### src/rtl/diff_avg_decimator.sv
// diff_avg_decimator
//   Second-difference filter with half-wave rectification, N-sample moving
//   average (N = 2^DEPTH_LOG2, running-sum form) and decimation by DEC.
//   Placed between the input sampler and downstream packet/display logic.
//
// Ports:
//   CLK        clock, rising edge
//   RST        asynchronous reset, active-low
//   SCLR       synchronous clear, same effect as reset, wins over EN
//   EN         sample enable; IN is accepted on an edge where EN=1
//   IN         unsigned input sample, IN_W bits
//   OUT        decimated, saturated average; holds between strobes
//   OUT_VALID  one-cycle strobe marking a new OUT
module diff_avg_decimator #(
  parameter int IN_W       = 1,
  parameter int OUT_W      = 8,
  parameter int DEPTH_LOG2 = 6,
  parameter int DEC        = 64
) (
  input  logic             CLK,
  input  logic             RST,
  input  logic             SCLR,
  input  logic             EN,
  input  logic [IN_W-1:0]  IN,
  output logic [OUT_W-1:0] OUT,
  output logic             OUT_VALID
);

  localparam int N      = 1 << DEPTH_LOG2;
  localparam int R_W    = IN_W + 1;
  localparam int D_W    = IN_W + 3;
  localparam int S_W    = IN_W + 1 + DEPTH_LOG2;
  localparam int WP_W   = DEPTH_LOG2;
  localparam int FILL_W = DEPTH_LOG2 + 1;
  localparam int DC_W   = (DEC > 1) ? $clog2(DEC) : 1;

  logic [IN_W-1:0]   x1;
  logic [IN_W-1:0]   x2;
  logic [R_W-1:0]    win_buf [N];
  logic [S_W-1:0]    sum;
  logic [WP_W-1:0]   wp;
  logic [DC_W-1:0]   dc;
  logic [FILL_W-1:0] fill;
  logic              primed;
  logic              fire;

  logic signed [D_W-1:0] d;
  logic [R_W-1:0]        r;
  logic [FILL_W-1:0]     fill_nx;
  logic                  primed_nx;
  logic                  dc_last;
  logic                  wp_last;
  logic [R_W-1:0]        avg;
  logic [OUT_W-1:0]      avg_sat;

  always_comb begin
    d = $signed({3'b000, IN}) - $signed({2'b00, x1, 1'b0}) + $signed({3'b000, x2});
    r = '0;
    // Positive d is at most 2*(2^IN_W-1), so the low R_W bits carry it exactly.
    if (!d[D_W-1] && (d != '0)) r = d[R_W-1:0];
    fill_nx   = (fill == FILL_W'(N)) ? fill : fill + FILL_W'(1);
    primed_nx = primed | (fill_nx == FILL_W'(N));
    dc_last   = (dc == DC_W'(DEC - 1));
    wp_last   = (wp == WP_W'(N - 1));
    avg       = R_W'(sum >> DEPTH_LOG2);
  end

  generate
    if (OUT_W >= R_W) begin : g_nosat
      assign avg_sat = OUT_W'(avg);
    end else begin : g_sat
      assign avg_sat = (|avg[R_W-1:OUT_W]) ? '1 : avg[OUT_W-1:0];
    end
  endgenerate

  always_ff @(posedge CLK or negedge RST) begin
    if (!RST) begin
      OUT       <= '0;
      OUT_VALID <= 1'b0;
      x1        <= '0;
      x2        <= '0;
      sum       <= '0;
      wp        <= '0;
      dc        <= '0;
      fill      <= '0;
      primed    <= 1'b0;
      fire      <= 1'b0;
      for (int unsigned i = 0; i < N; i++) win_buf[i] <= '0;
    end else if (SCLR) begin
      OUT       <= '0;
      OUT_VALID <= 1'b0;
      x1        <= '0;
      x2        <= '0;
      sum       <= '0;
      wp        <= '0;
      dc        <= '0;
      fill      <= '0;
      primed    <= 1'b0;
      fire      <= 1'b0;
      for (int unsigned i = 0; i < N; i++) win_buf[i] <= '0;
    end else begin
      // Output stage reads the sum as left by the firing edge; a sample
      // accepted on this same edge only affects the next average.
      OUT_VALID <= fire;
      if (fire) OUT <= avg_sat;
      fire <= 1'b0;
      if (EN) begin
        x2          <= x1;
        x1          <= IN;
        win_buf[wp] <= r;
        sum         <= sum + S_W'(r) - S_W'(win_buf[wp]);
        wp          <= wp_last ? '0 : wp + WP_W'(1);
        dc          <= dc_last ? '0 : dc + DC_W'(1);
        fill        <= fill_nx;
        primed      <= primed_nx;
        fire        <= dc_last && primed_nx;
      end
    end
  end

endmodule

### config.mk
export PLATFORM = sky130hd
export DESIGN_NAME = diff_avg_decimator
export DESIGN_NICKNAME = d
export VERILOG_FILES = /design/src/rtl/diff_avg_decimator.sv
export SDC_FILE = /design/constraint.sdc
export NUM_CORES = 1
export LEC_CHECK = 0
export BUFFER_PORTS_ARGS = -buffer_cell sky130_fd_sc_hd__buf_2
export CORE_ASPECT_RATIO = 1.75
export CORE_MARGIN = 2
export CORE_UTILIZATION = 45
export CTS_CLUSTER_DIAMETER = 150
export DETAILED_ROUTE_END_ITERATION = 7
export GPL_ROUTABILITY_DRIVEN = 1
export SLEW_MARGIN = 20
export SYNTH_ARGS = -nofsm -noshare
export SYNTH_HDL_FRONTEND = slang
export SYNTH_SLANG_ARGS = --single-unit
### constraint.sdc
create_clock -name CLK -period 9.3 [get_ports CLK]
set_input_delay 1.86 -clock CLK [delete_from_list [all_inputs] [get_ports CLK]]
set_output_delay 1.86 -clock CLK [all_outputs]
set_load 0.01 [all_outputs]
# [After elaboration in Yosys (flattened, before gate mapping)]
# Index checks and enable logic that the tools add are counted.
# Widths: inputs -> output; s select.
[totals] reg_bits=168 latch_bits=0 mem_bits_rw=0 romBits=0 input_bits=5 output_inout_bits=9 word_cells=127 mem_count=0
[classes] n_addsub=7 n_mul=0 n_div=0 order_cmp=2 n_eq_ne=4 shift=0 n_mux=31 bitwise_logic=2 reduce_logical=7
[ops] op="$mux 128" count=2
[ops] op="$bwmux 128" count=1
[ops] op="$mux 6" count=6
[ops] op="$mux 8" count=4
[ops] op="$mux 7" count=3
[ops] op="$eq 7x7->1 const B" count=2
[ops] op="$add 6x1->6 const B" count=2
[ops] op="$bmux 2 s6" count=1
[ops] op="$demux 2 s6" count=1
[ops] op="$eq 6x6->1 const B" count=2
[ops] op="$mux 1" count=9
[ops] op="$add 8x2->8" count=1
[ops] op="$mux 2" count=4
[ops] op="$sub 8x2->8" count=1
[ops] op="$add 7x1->7 const B" count=1
[ops] op="$ge 7x7->1 const B" count=1
[ops] op="$lt 7x1->1 const B" count=1
[ops] op="$not 6->7" count=1
[ops] op="$add 3x2->4" count=1
[ops] op="$reduce_bool 2->1" count=2
[ops] op="$reduce_bool 4->1" count=1
[ops] op="$logic_and 1x1->1" count=3
[ops] op="$sub 1x2->3" count=1
[ops] op="$logic_not 1->1" count=1
[ops] op="$or 1x1->1" count=1

# [Logic depth before layout (Yosys ltp)]
# Gate-level depths: netlist (run 1).
[logic_depth] ltp_word=9 depth_mapped=18 ltp_nobuf=14

# [Worst setup path after synthesis (run 1)]
# No wires, ideal clock.
[synth_path] path_kind="in2reg" from="input IN" to="register sum[6]" setup_time_ns=0.104 t_arrival_ns=4.771 required_ns=9.196 setup_slack_ns=4.425 path_stages=16 path_buffers=2 cell_sequence="ha_1 -> inv_1 -> ha_1 -> nor2b_1 -> clkbuf_1 -> buf_1 -> inv_1 -> ha_1 -> inv_1 -> ha_1 -> fa_1 -> a21o_1 -> a21oi_1 -> o21ai_0 -> a2111o_1 -> o311ai_1"
[synth_between] elab_chain_cells=9 word_cells_on_any_way=10 classes_between="add/sub (4); mux (3); reduce/logical (3)"
[synth_lines] element="from (decl)" line="24" rtl="input logic [IN_W-1:0] IN,"
[synth_lines] element="$sub 1x2->3 (*)" line="57" rtl="d = $signed({3'b000, IN}) - $signed({2'b00, x1, 1'b0}) + $signed({3'b000, x2});"
[synth_lines] element="$add 3x2->4 (*)" line="57"
[synth_lines] element="$reduce_bool 4->1 or $logic_not 1->1 (tied branches)" line="60" rtl="if (!d[D_W-1] && (d != '0)) r = d[R_W-1:0];"
[synth_lines] element="$logic_and 1x1->1" line="60"
[synth_lines] element="$mux 2 (*)" line="60"
[synth_lines] element="$add 8x2->8 (*)" line="111" rtl="sum <= sum + S_W'(r) - S_W'(win_buf[wp]);"
[synth_lines] element="$sub 8x2->8 (*)" line="111"
[synth_lines] element="$mux 8 (*)" line="107" rtl="if (EN) begin"
[synth_lines] element="$mux 8 (*)" line="89" rtl="end else if (SCLR) begin"
[synth_lines] element="to (signal assigned)" line="111"
[synth_lines] element="to (decl)" line="40" rtl="logic [S_W-1:0] sum;"
# Every way passes the cells marked *; elsewhere a longest branch is shown, timed or not. The select of a mux whose other input is x is not followed.
# A chain may end at the register's enable or synchronous reset.

# [Final worst setup path (run 1)]
# Ends and elaborated chain as after synthesis.

==> impl_metrics.tcl, run 1 <==
set metrics [dict create \
    outcome "finished clean" \
    syn_avg_cell_area_um2 9.02 \
    yosysMostFrequentCell "nand2_1" \
    syn_inst 982 \
    io_buffers 7 \
    die_y_um 190 \
    overflow 0 \
    hold_class "register to register" \
    rsz0062_at_grt "false" \
    worst_clock_skew_ns 0.00742 \
    critPathTopFamily "adder cells" \
    yosys.area.top_type_share_pct 45.8 \
    vias 7013 \
    critPathLaunchType "input pin" \
    synth.distinct_cells 62 \
    cts-resized-gates 0 \
    fin_crit_sh_pct 52.0 \
    clk_path_buf_depth 2 \
    synth_top_family_by_area "simple AND/OR/NAND/NOR gates" \
    finish.net_count 960 \
    postRouteAntennaNets 0 \
    max_stage_delay_ns 0.60 \
    rows 67 \
    hold_viol 0 \
    post-place-ws_ns 4.01 \
    synthTopCellsByArea "dfrtp_1 46%, nand2_1 7.0%, a21oi_1 7.0%, mux4_2 5.3%, mux2i_1 4.9%" \
    grt_antenna_before_repair 0 \
    place_congestion 0.764 \
    synth_fa_ha_area_share_pct 2.57 \
    path_buf_inv 5 \
    cts.reportedPaths.clkPinSlew_ns 0.06 \
    grt_start_max_net_pins 100 \
    critPathSlowestCell "buf_4" \
    synthSimpleGateAreaFrac_pct 18.7 \
    dieWidth_um 110 \
    path_max_fanout 65 \
    fmax_ghz 0.207 \
    min_period_ns 4.84 \
    start_util_pct 46.1 \
    area_growth_pct 7.49 \
    final.setup.tns_ns 0 \
    ctsHoldBuffers 0 \
    seq_area_frac_synth_pct 45.8 \
    cts_buffers 17 \
    coreArea_mm2 0.0192 \
    leakage_uw 0.00403 \
    maxSlewViolCount 0 \
    first_pass_iters 5 \
    path_cells "buf_2 -> ha_1 -> inv_1 -> ha_1 -> nor2b_4 -> buf_4 -> inv_1 -> ha_1 -> inv_1 -> ha_1 -> fa_1 -> a21o_1 -> a21oi_1 -> o21ai_0 -> a2111o_1 -> o311ai_1" \
    drive_gt1_share_pct 9.67 \
    path_class "input pin to register" \
    cts_tree "done" \
    via_per_inst 5.88 \
    powerDensity_mw_per_mm2 170 \
    route.detailed.drc 0 \
    htreeDepth 4 \
    end_kind "register" \
    setup_viol 0 \
    worst_ep_required_time_ns 9.62 \
    cts_root_buf "clkbuf_16" \
    die_area_mm2 0.0209 \
    relSlewSlack_pct 27.2 \
    grt_pass1_vias 7167 \
    clk_latency_ns 0.43 \
    tightest_slew_ns 1.09 \
    muxShareOfSynthArea_pct 11.4 \
    synth-xor-area-share_pct 1.19 \
    ys_seq_elements 162 \
    drt-total-wl_mm 22.4 \
    dp_hpwl_mm 14.0 \
    diodes 0 \
    cts_setup_buffers 0 \
    setup_ws_ns 4.46 \
    yosys_warnings 0 \
    syn_area_mm2 0.00886 \
    vdd_drop_max_mv 0.135 \
    grt_pass1_wl_mm 37.5 \
    first_iter_violations 414 \
    grt_util_all_layers_pct 23.3 \
    synth_commonest_cells "165 x nand2_1, 162 x dfrtp_1, 123 x a21oi_1, 86 x nor2_1, 63 x o21ai_1" \
    synth_top_cell_by_area "dfrtp_1" \
    async_flop_share_pct 100 \
    arrival_ns 5.16 \
    io_pins 14 \
    maxCapViolCount 0 \
    synth_edf_count 0 \
    cpMostUsedCell "ha_1" \
    routedWlPerCell_um 18.8 \
    synth_compound_area_share_pct 14.7 \
    synthFlopType "dfrtp_1" \
    cts.sinks 162 \
]
[metrics by stage]
| step | hold WS, ns | std cells | instance area [um^2] | power, uW | utilization [%] |
|---|---|---|---|---|---|
| 2_1_floorplan | 0.481 | 987 | 8880 | 906 | - |
| 3_3_place_gp | 0.500 | 1160 | 8960 | 961 | 46.7 |
| 3_5_place_dp | 0.506 | 1160 | 8960 | 964 | 46.7 |
| 4_1_cts | 0.521 | 1192 | 9520 | 1640 | 49.6 |
| 5_1_grt | 0.543 | 1192 | 9520 | 1700 | 49.6 |
| 6_report | 0.515 | 1192 | 9520 | 1620 | 49.6 |
[placed cells by master (no fill, tap or decap), drive strengths merged, types with 5 or more instances in the layout]
| cell type | instances |
|---|---|
| clkbuf | 18 |
| o21ai | 78 |
| mux4 | 23 |
| nand3 | 58 |
| and3 | 9 |
| or3 | 5 |
| nor2 | 86 |
| nor2b | 7 |
| nand3b | 7 |
| buf | 24 |
| a21oi | 123 |
| nand2 | 165 |
| mux2i | 43 |
| a221oi | 6 |
| xor2 | 9 |
| nand2b | 7 |
| conb | 6 |
| inv | 30 |
| mux2 | 5 |
| nand4 | 8 |
| ha | 15 |
| dfrtp | 162 |
[cells by family after synthesis]
| kind of cell | after synthesis |
|---|---|
| AO/OA/AOI/OAI | 235 |
| XOR/XNOR | 12 |
| adder cells (fa/ha/maj) | 17 |
| buffers and inverters | 113 |
| flip-flops | 162 |
| multiplexers | 71 |
| other | 1 |
| AND/OR/NAND/NOR | 371 |
[flip-flops by register name (all words and copies together), names as in the netlist, 2 cells and up]
register	count
dc	6
win_buf	128
fill	7
OUT	2
sum	8
wp	6
[path summary, 6_finish.rpt]
path / startpoint / to / slack, ns / cells after the start
worst max-delay path: IN / sum[6] / 4.46 / 16
worst min-delay path: win_buf[77] / win_buf[77] / 0.52 / 2
worst max register to register: wp[0] / sum[6] / 4.49 / 13
worst min register to register: win_buf[77] / win_buf[77] / 0.52 / 2
max in group asynchronous: RST / wp[2] / 6.71 / 2
min in group asynchronous: RST / win_buf[118] / 1.41 / 1
[worst reg2reg max path: stages (launching register included)]
cell	delay, ns
dfrtp_2	0.67
buf_4	0.47
mux4_2	0.57
nand3_1	0.13
o221ai_2	0.10
or3_1	0.46
nor4_2	0.28
fa_1	0.53
fa_1	0.48
a21o_1	0.17
a21oi_1	0.21
o21ai_0	0.14
a2111o_1	0.41
o311ai_1	0.09
[layer usage]
| metal | GRT usage, % | part of all wire, % |
|---|---|---|
| met4 | 8.28 | 2.2 |
| met1 | 28.2 | 40 |
| met5 | 0 | 0 |
| met2 | 41.2 | 54 |
| met3 | 3.53 | 2.9 |
[power by group]
group	total (uW)	internal, uW	switching [uW]
combinational	211	80.0	131
sequential	736	718	17.9
clock	673	358	314
[final cells by class]
type	count	area, um^2
fill	1810	9680
multi-input combinational	712	4350
sequential	162	4060
clock buffer	18	439
tap	241	302
timing repair buffer	24	171
clock inverter	14	120
inverter	21	78.8
(Power assumes the default switching activity.)
==> run 2: changes to the inputs <==
==> constraint.sdc (replaced) <==
create_clock -name CLK -period 4.2 [get_ports CLK]
set_input_delay 0.84 -clock CLK [delete_from_list [all_inputs] [get_ports CLK]]
set_output_delay 0.84 -clock CLK [all_outputs]
set_load 0.01 [all_outputs]
==> impl_metrics.tcl, run 2 (synthesis results as in run 1) <==
set metrics [dict create \
    maxSlewViolCount 0 \
    routedWlPerCell_um 18.8 \
    path_max_fanout 5 \
    drive_gt1_share_pct 12.7 \
    via_per_inst 5.89 \
    postRouteAntennaNets 0 \
    place_congestion 0.851 \
    fill_cells 1783 \
    area_growth_pct 11.1 \
    busiest_layer "met2" \
    finish.net_count 987 \
    io_pins 14 \
    hold_class "input pin to async pin" \
    ctsHoldBuffers 0 \
    rsz0062_at_grt "true" \
    cts.reportedPaths.clkPinSlew_ns 0.07 \
    final.setup.tns_ns 0 \
    largest_register_ffs 128 \
    ff2ff_setup_slack_ns 0.14 \
    rows 67 \
    vias 7180 \
    die_y_um 190 \
    coreArea_mm2 0.0192 \
    layout_commonest_cell "nand2_1" \
    grt_util_all_layers_pct 23.4 \
    relSlewSlack_pct 42.4 \
    route.detailed.drc 0 \
    setup_ws_ns 0.138 \
    first_pass_iters 5 \
    hold_viol 0 \
    r2r-start "wp[0]" \
    io_buffers 7 \
    cts_buffers 17 \
    min_period_ns 4.06 \
    top_register "win_buf" \
    worst_clock_skew_ns 0.00825 \
    cts_root_buf "clkbuf_16" \
    seq_area_mm2 0.00406 \
    start_util_pct 46.1 \
    top_regs "win_buf x128, sum x8, fill x7" \
    leakage_uw 0.00419 \
    clk_latency_ns 0.43 \
    grt_pass1_vias 7140 \
    first_iter_violations 419 \
    vdd_drop_max_mv 0.381 \
    cp-endpoint "sum[7]" \
    grt_antenna_before_repair 0 \
    powerDensity_mw_per_mm2 373 \
    die_area_mm2 0.0209 \
    dieWidth_um 110 \
    fin_crit_sh_pct 96.7 \
    worst_ep_required_time_ns 4.51 \
    grt_start_max_net_pins 91 \
    htreeDepth 4 \
    setup_viol 0 \
    met1_usage_pct 28.9 \
    final_cell_mix "165 x nand2_1, 159 x dfrtp_1, 121 x a21oi_1, 86 x nor2_1, 63 x o21ai_1" \
    multi_input_area_mm2 0.00438 \
    diodes 0 \
    cts_tree "done" \
    dp_hpwl_mm 14.9 \
    path_class "register to register" \
    clk_path_buf_depth 2 \
    tightest_slew_ns 0.864 \
    end_kind "register" \
    fmax_ghz 0.246 \
    critPathLaunchType "register" \
    grt.met2_usage_pct 40.6 \
    cts.sinks 162 \
    arrival_ns 4.37 \
    regToRegEndpoint "sum[7]" \
    r2r_cells 14 \
    outcome "finished clean" \
    crit_start "wp[0]" \
    grt_pass1_wl_mm 37.4 \
    post-place-ws_ns -0.0285 \
    grt_use_met3_pct 2.91 \
    overflow 0 \
    maxCapViolCount 0 \
    drt-total-wl_mm 23.0 \
]
## run 2: stage by stage
stage | power [uW] | instances | area (um^2) | hold WS [ns] | utilization [%]
after floorplan | 2010 | 987 | 8880 | 0.481 | -
after global placement | 2150 | 1182 | 9160 | 0.497 | 47.7
after detailed placement | 2160 | 1182 | 9160 | 0.511 | 47.7
after CTS | 3700 | 1214 | 9740 | 0.521 | 50.8
after global routing | 3830 | 1219 | 9840 | 0.538 | 51.3
final | 3680 | 1219 | 9840 | 0.483 | 51.3
## run 2: layer usage
layer  part of all wire (%)  vias to the layer above
li1                       -                     3377
met1                     41                     3629
met2                     53                      137
met3                    2.4                       37
met4                    3.3                        0
met5                      0                        -
## run 2: final cells by class
| class | count | area share, % |
|---|---|---|
| clock buffers | 19 | 4.60 |
| clock inverters | 13 | 1.30 |
| inverters | 21 | 0.801 |
| multi-input cells | 712 | 44.5 |
| flip-flops and latches | 162 | 41.2 |
| well taps | 241 | 3.06 |
| repair buffers | 51 | 4.51 |
## run 2: critical path: stages, from the launching register on
cell	delay (ns)
dfrtp_4	0.50
buf_12	0.15
buf_12	0.12
mux4_2	0.40
nand2_1	0.08
a21oi_1	0.08
or3_4	0.41
nor4_4	0.34
fa_2	0.52
ha_1	0.32
a21oi_2	0.18
o2111ai_1	0.14
o211ai_1	0.13
mux2i_1	0.23
mux2_1	0.33
## run 2: what timing repair did
action,4_1_cts,5_1_grt
resized for setup,1,9
setup endpoints to repair,2,3
setup buffers,0,5
pin swaps,0,2
## run 2: where the power goes
| group | internal [uW] | switching [uW] | total, uW |
|---|---|---|---|
| combinational | 207 | 314 | 521 |
| sequential | 1590 | 30.1 | 1620 |
| clock | 857 | 676 | 1530 |
| total | 2660 | 1020 | 3680 |
## run 2: how the worst min path moves through the flow
stage | endpoint | from
3_5_place_dp | OUT[0] | OUT[0]
4_1_cts | fill[3] | RST
2_1_floorplan | win_buf[75] | win_buf[75]
3_3_place_gp | OUT[0] | OUT[0]
6_report | fill[3] | RST
5_1_grt | fill[2] | RST
==> run 3: changes to the inputs <==
--- a/config.mk
+++ b/config.mk
@@ -8,10 +8,11 @@
 export BUFFER_PORTS_ARGS = -buffer_cell sky130_fd_sc_hd__buf_2
 export CORE_ASPECT_RATIO = 1.75
 export CORE_MARGIN = 2
-export CORE_UTILIZATION = 45
+export CORE_UTILIZATION = 57
 export CTS_CLUSTER_DIAMETER = 150
 export DETAILED_ROUTE_END_ITERATION = 7
 export GPL_ROUTABILITY_DRIVEN = 1
+export PLACE_DENSITY = 0.76
 export SLEW_MARGIN = 20
 export SYNTH_ARGS = -nofsm -noshare
 export SYNTH_HDL_FRONTEND = slang
==> constraint.sdc (replaced) <==
create_clock -name CLK -period 4.2 [get_ports CLK]
set_input_delay 0.21 -clock CLK [delete_from_list [all_inputs] [get_ports CLK]]
set_output_delay 0.21 -clock CLK [all_outputs]
set_load 0.1 [all_outputs]
==> impl_metrics.tcl, run 3 (synthesis results as in run 1) <==
set metrics [dict create \
    grt_pass1_vias 7449 \
    diodes 0 \
    worst_clock_skew_ns 0.0152 \
    whs_ns 0.0642 \
    regToRegEndpoint "sum[7]" \
    rows 60 \
    post-place-ws_ns 0.0845 \
    placed_area_mm2 0.00902 \
    start_util_pct 57.8 \
    worstHoldStart "IN" \
    top_register "win_buf" \
    critPathTopFamily "multiplexers" \
    worstHoldEndpoint "x1" \
    first_pass_iters 5 \
    path_buf_inv 0 \
    hold_class "input pin to register" \
    htreeDepth 4 \
    grt_antenna_before_repair 0 \
    cts.sinks 162 \
    fill_cells 1301 \
    largest_register_ffs 128 \
    max_stage_delay_ns 0.53 \
    postRouteAntennaNets 0 \
    die_y_um 169 \
    relSlewSlack_pct 24.5 \
    grt_start_max_net_pins 96 \
    setup_ws_ns 0.135 \
    critPathLaunchType "register" \
    end_kind "register" \
    io_pins 14 \
    routedWlPerCell_um 19.3 \
    r2r_cells 12 \
    final.setup.tns_ns 0 \
    drive_gt1_share_pct 12.0 \
    place_congestion 0.878 \
    grt_pass1_wl_mm 37.7 \
    overflow 0 \
    outcome "finished clean" \
    drt-total-wl_mm 22.3 \
    finalInstanceArea_mm2 0.00966 \
    arrival_ns 4.37 \
    clk_path_buf_depth 2 \
    final_cell_mix "165 x nand2_1, 159 x dfrtp_1, 121 x a21oi_1, 86 x nor2_1, 64 x o21ai_1" \
    area_growth_pct 9.05 \
    setup_viol 0 \
    dp_cells 1121 \
    ff2ff_setup_slack_ns 0.13 \
    min_period_ns 4.07 \
    finish.net_count 981 \
    grt_util_all_layers_pct 28.3 \
    cts.reportedPaths.clkPinSlew_ns 0.06 \
    r2r-start "wp[1]" \
    fmax_ghz 0.246 \
    path_max_fanout 5 \
    vdd_drop_max_mv 0.397 \
    powerDensity_mw_per_mm2 377 \
    die_area_mm2 0.0166 \
    vias 7411 \
    tightest_slew_ns 1.13 \
    instances_no_fill 1158 \
    cts_root_buf "clkbuf_16" \
    hold_path_depth 3 \
    first_iter_violations 711 \
    layout_commonest_cell "nand2_1" \
    maxCapViolCount 0 \
    io_buffers 7 \
    dp_hpwl_mm 14.1 \
    path_cells "mux4_2 -> a22oi_2 -> o221ai_2 -> or3_4 -> nor4_4 -> fa_2 -> ha_1 -> a21oi_2 -> o2111ai_1 -> o211ai_1 -> mux2i_1 -> mux2_1" \
    path_class "register to register" \
    clk_latency_ns 0.43 \
    coreArea_mm2 0.0153 \
    cts_tree "done" \
    critPathSlowestCell "mux4_2" \
    top_regs "win_buf x128, sum x8, fill x7" \
    hold_viol 0 \
    cts_buffers 17 \
    leakage_uw 0.00413 \
    worst_ep_required_time_ns 4.51 \
    via_per_inst 6.40 \
    dieWidth_um 98.2 \
    route.detailed.drc 0 \
    maxSlewViolCount 0 \
    fin_crit_sh_pct 96.8 \
]
==> run 3: cell types whose count changed in the layout (fill, tap and decap cells not counted), sizes merged <==
cell         before  now
dlygate4sd3       0    1
inv              24   23
bufinv            1    0
clkbuf           20   23
clkinv            6    4
buf              50   44
==> run 3: final cells by class <==
type | instances | area [um^2] | area share, %
multi-input cells | 712 | 4370 | 45.3
well taps | 186 | 233 | 2.41
clock inverters | 9 | 71.3 | 0.738
flip-flops and latches | 162 | 4060 | 42.0
repair buffers | 45 | 344 | 3.56
inverters | 21 | 78.8 | 0.816
clock buffers | 23 | 498 | 5.16
==> run 3: worst reg2reg max path, cell delays in order (launching register included) <==
cell       delay [ns]
dfrtp_2          0.44
mux4_2           0.53
a22oi_2          0.22
o221ai_2         0.11
or3_4            0.43
nor4_4           0.35
fa_2             0.53
ha_1             0.34
a21oi_2          0.19
o2111ai_1        0.14
o211ai_1         0.12
mux2i_1          0.22
mux2_1           0.33
==> run 3: what timing repair did <==
action / CTS / global route
endpoints found under the hold margin: 93 / 0
setup endpoints to repair: 0 / 2
setup buffers: 0 / 4
gates resized for setup: 0 / 10
hold buffers: 1 / 0
==> run 3: worst max-delay path by stage <==
stage          start      to  slack, ns  cells past startpoint
2_1_floorplan  wp[1]  sum[6]       0.35                     13
3_3_place_gp   wp[1]  sum[6]       0.18                     12
3_5_place_dp   wp[1]  sum[6]       0.08                     12
4_1_cts        wp[1]  sum[6]       0.07                     12
5_1_grt        wp[1]  sum[7]      -0.04                     12
6_report       wp[1]  sum[7]       0.13                     12
==> run 3: per-layer routing <==
metal | track usage (%) | wire [um] | vias to the layer above
li1 | - | - | 3361
met2 | 47.9 | 11400 | 282
met1 | 35.1 | 8560 | 3677
met5 | 0 | 0 | -
met3 | 4.38 | 1140 | 91
met4 | 14.9 | 1210 | 0
==> run 3: metrics by stage <==
step | power, uW | util (%)
5_1_grt | 3790 | 63.1
6_report | 3640 | 63.1
4_1_cts | 3650 | 62.7
2_1_floorplan | 2030 | -
3_5_place_dp | 2160 | 58.9
3_3_place_gp | 2150 | 58.9
==> run 3: where the power goes <==
| group | leakage, uW | internal, uW | total (uW) | switching (uW) |
|---|---|---|---|---|
| clock | 0.000272 | 841 | 1490 | 653 |
| sequential | 0.00225 | 1590 | 1620 | 32.4 |
| combinational | 0.00161 | 199 | 525 | 326 |
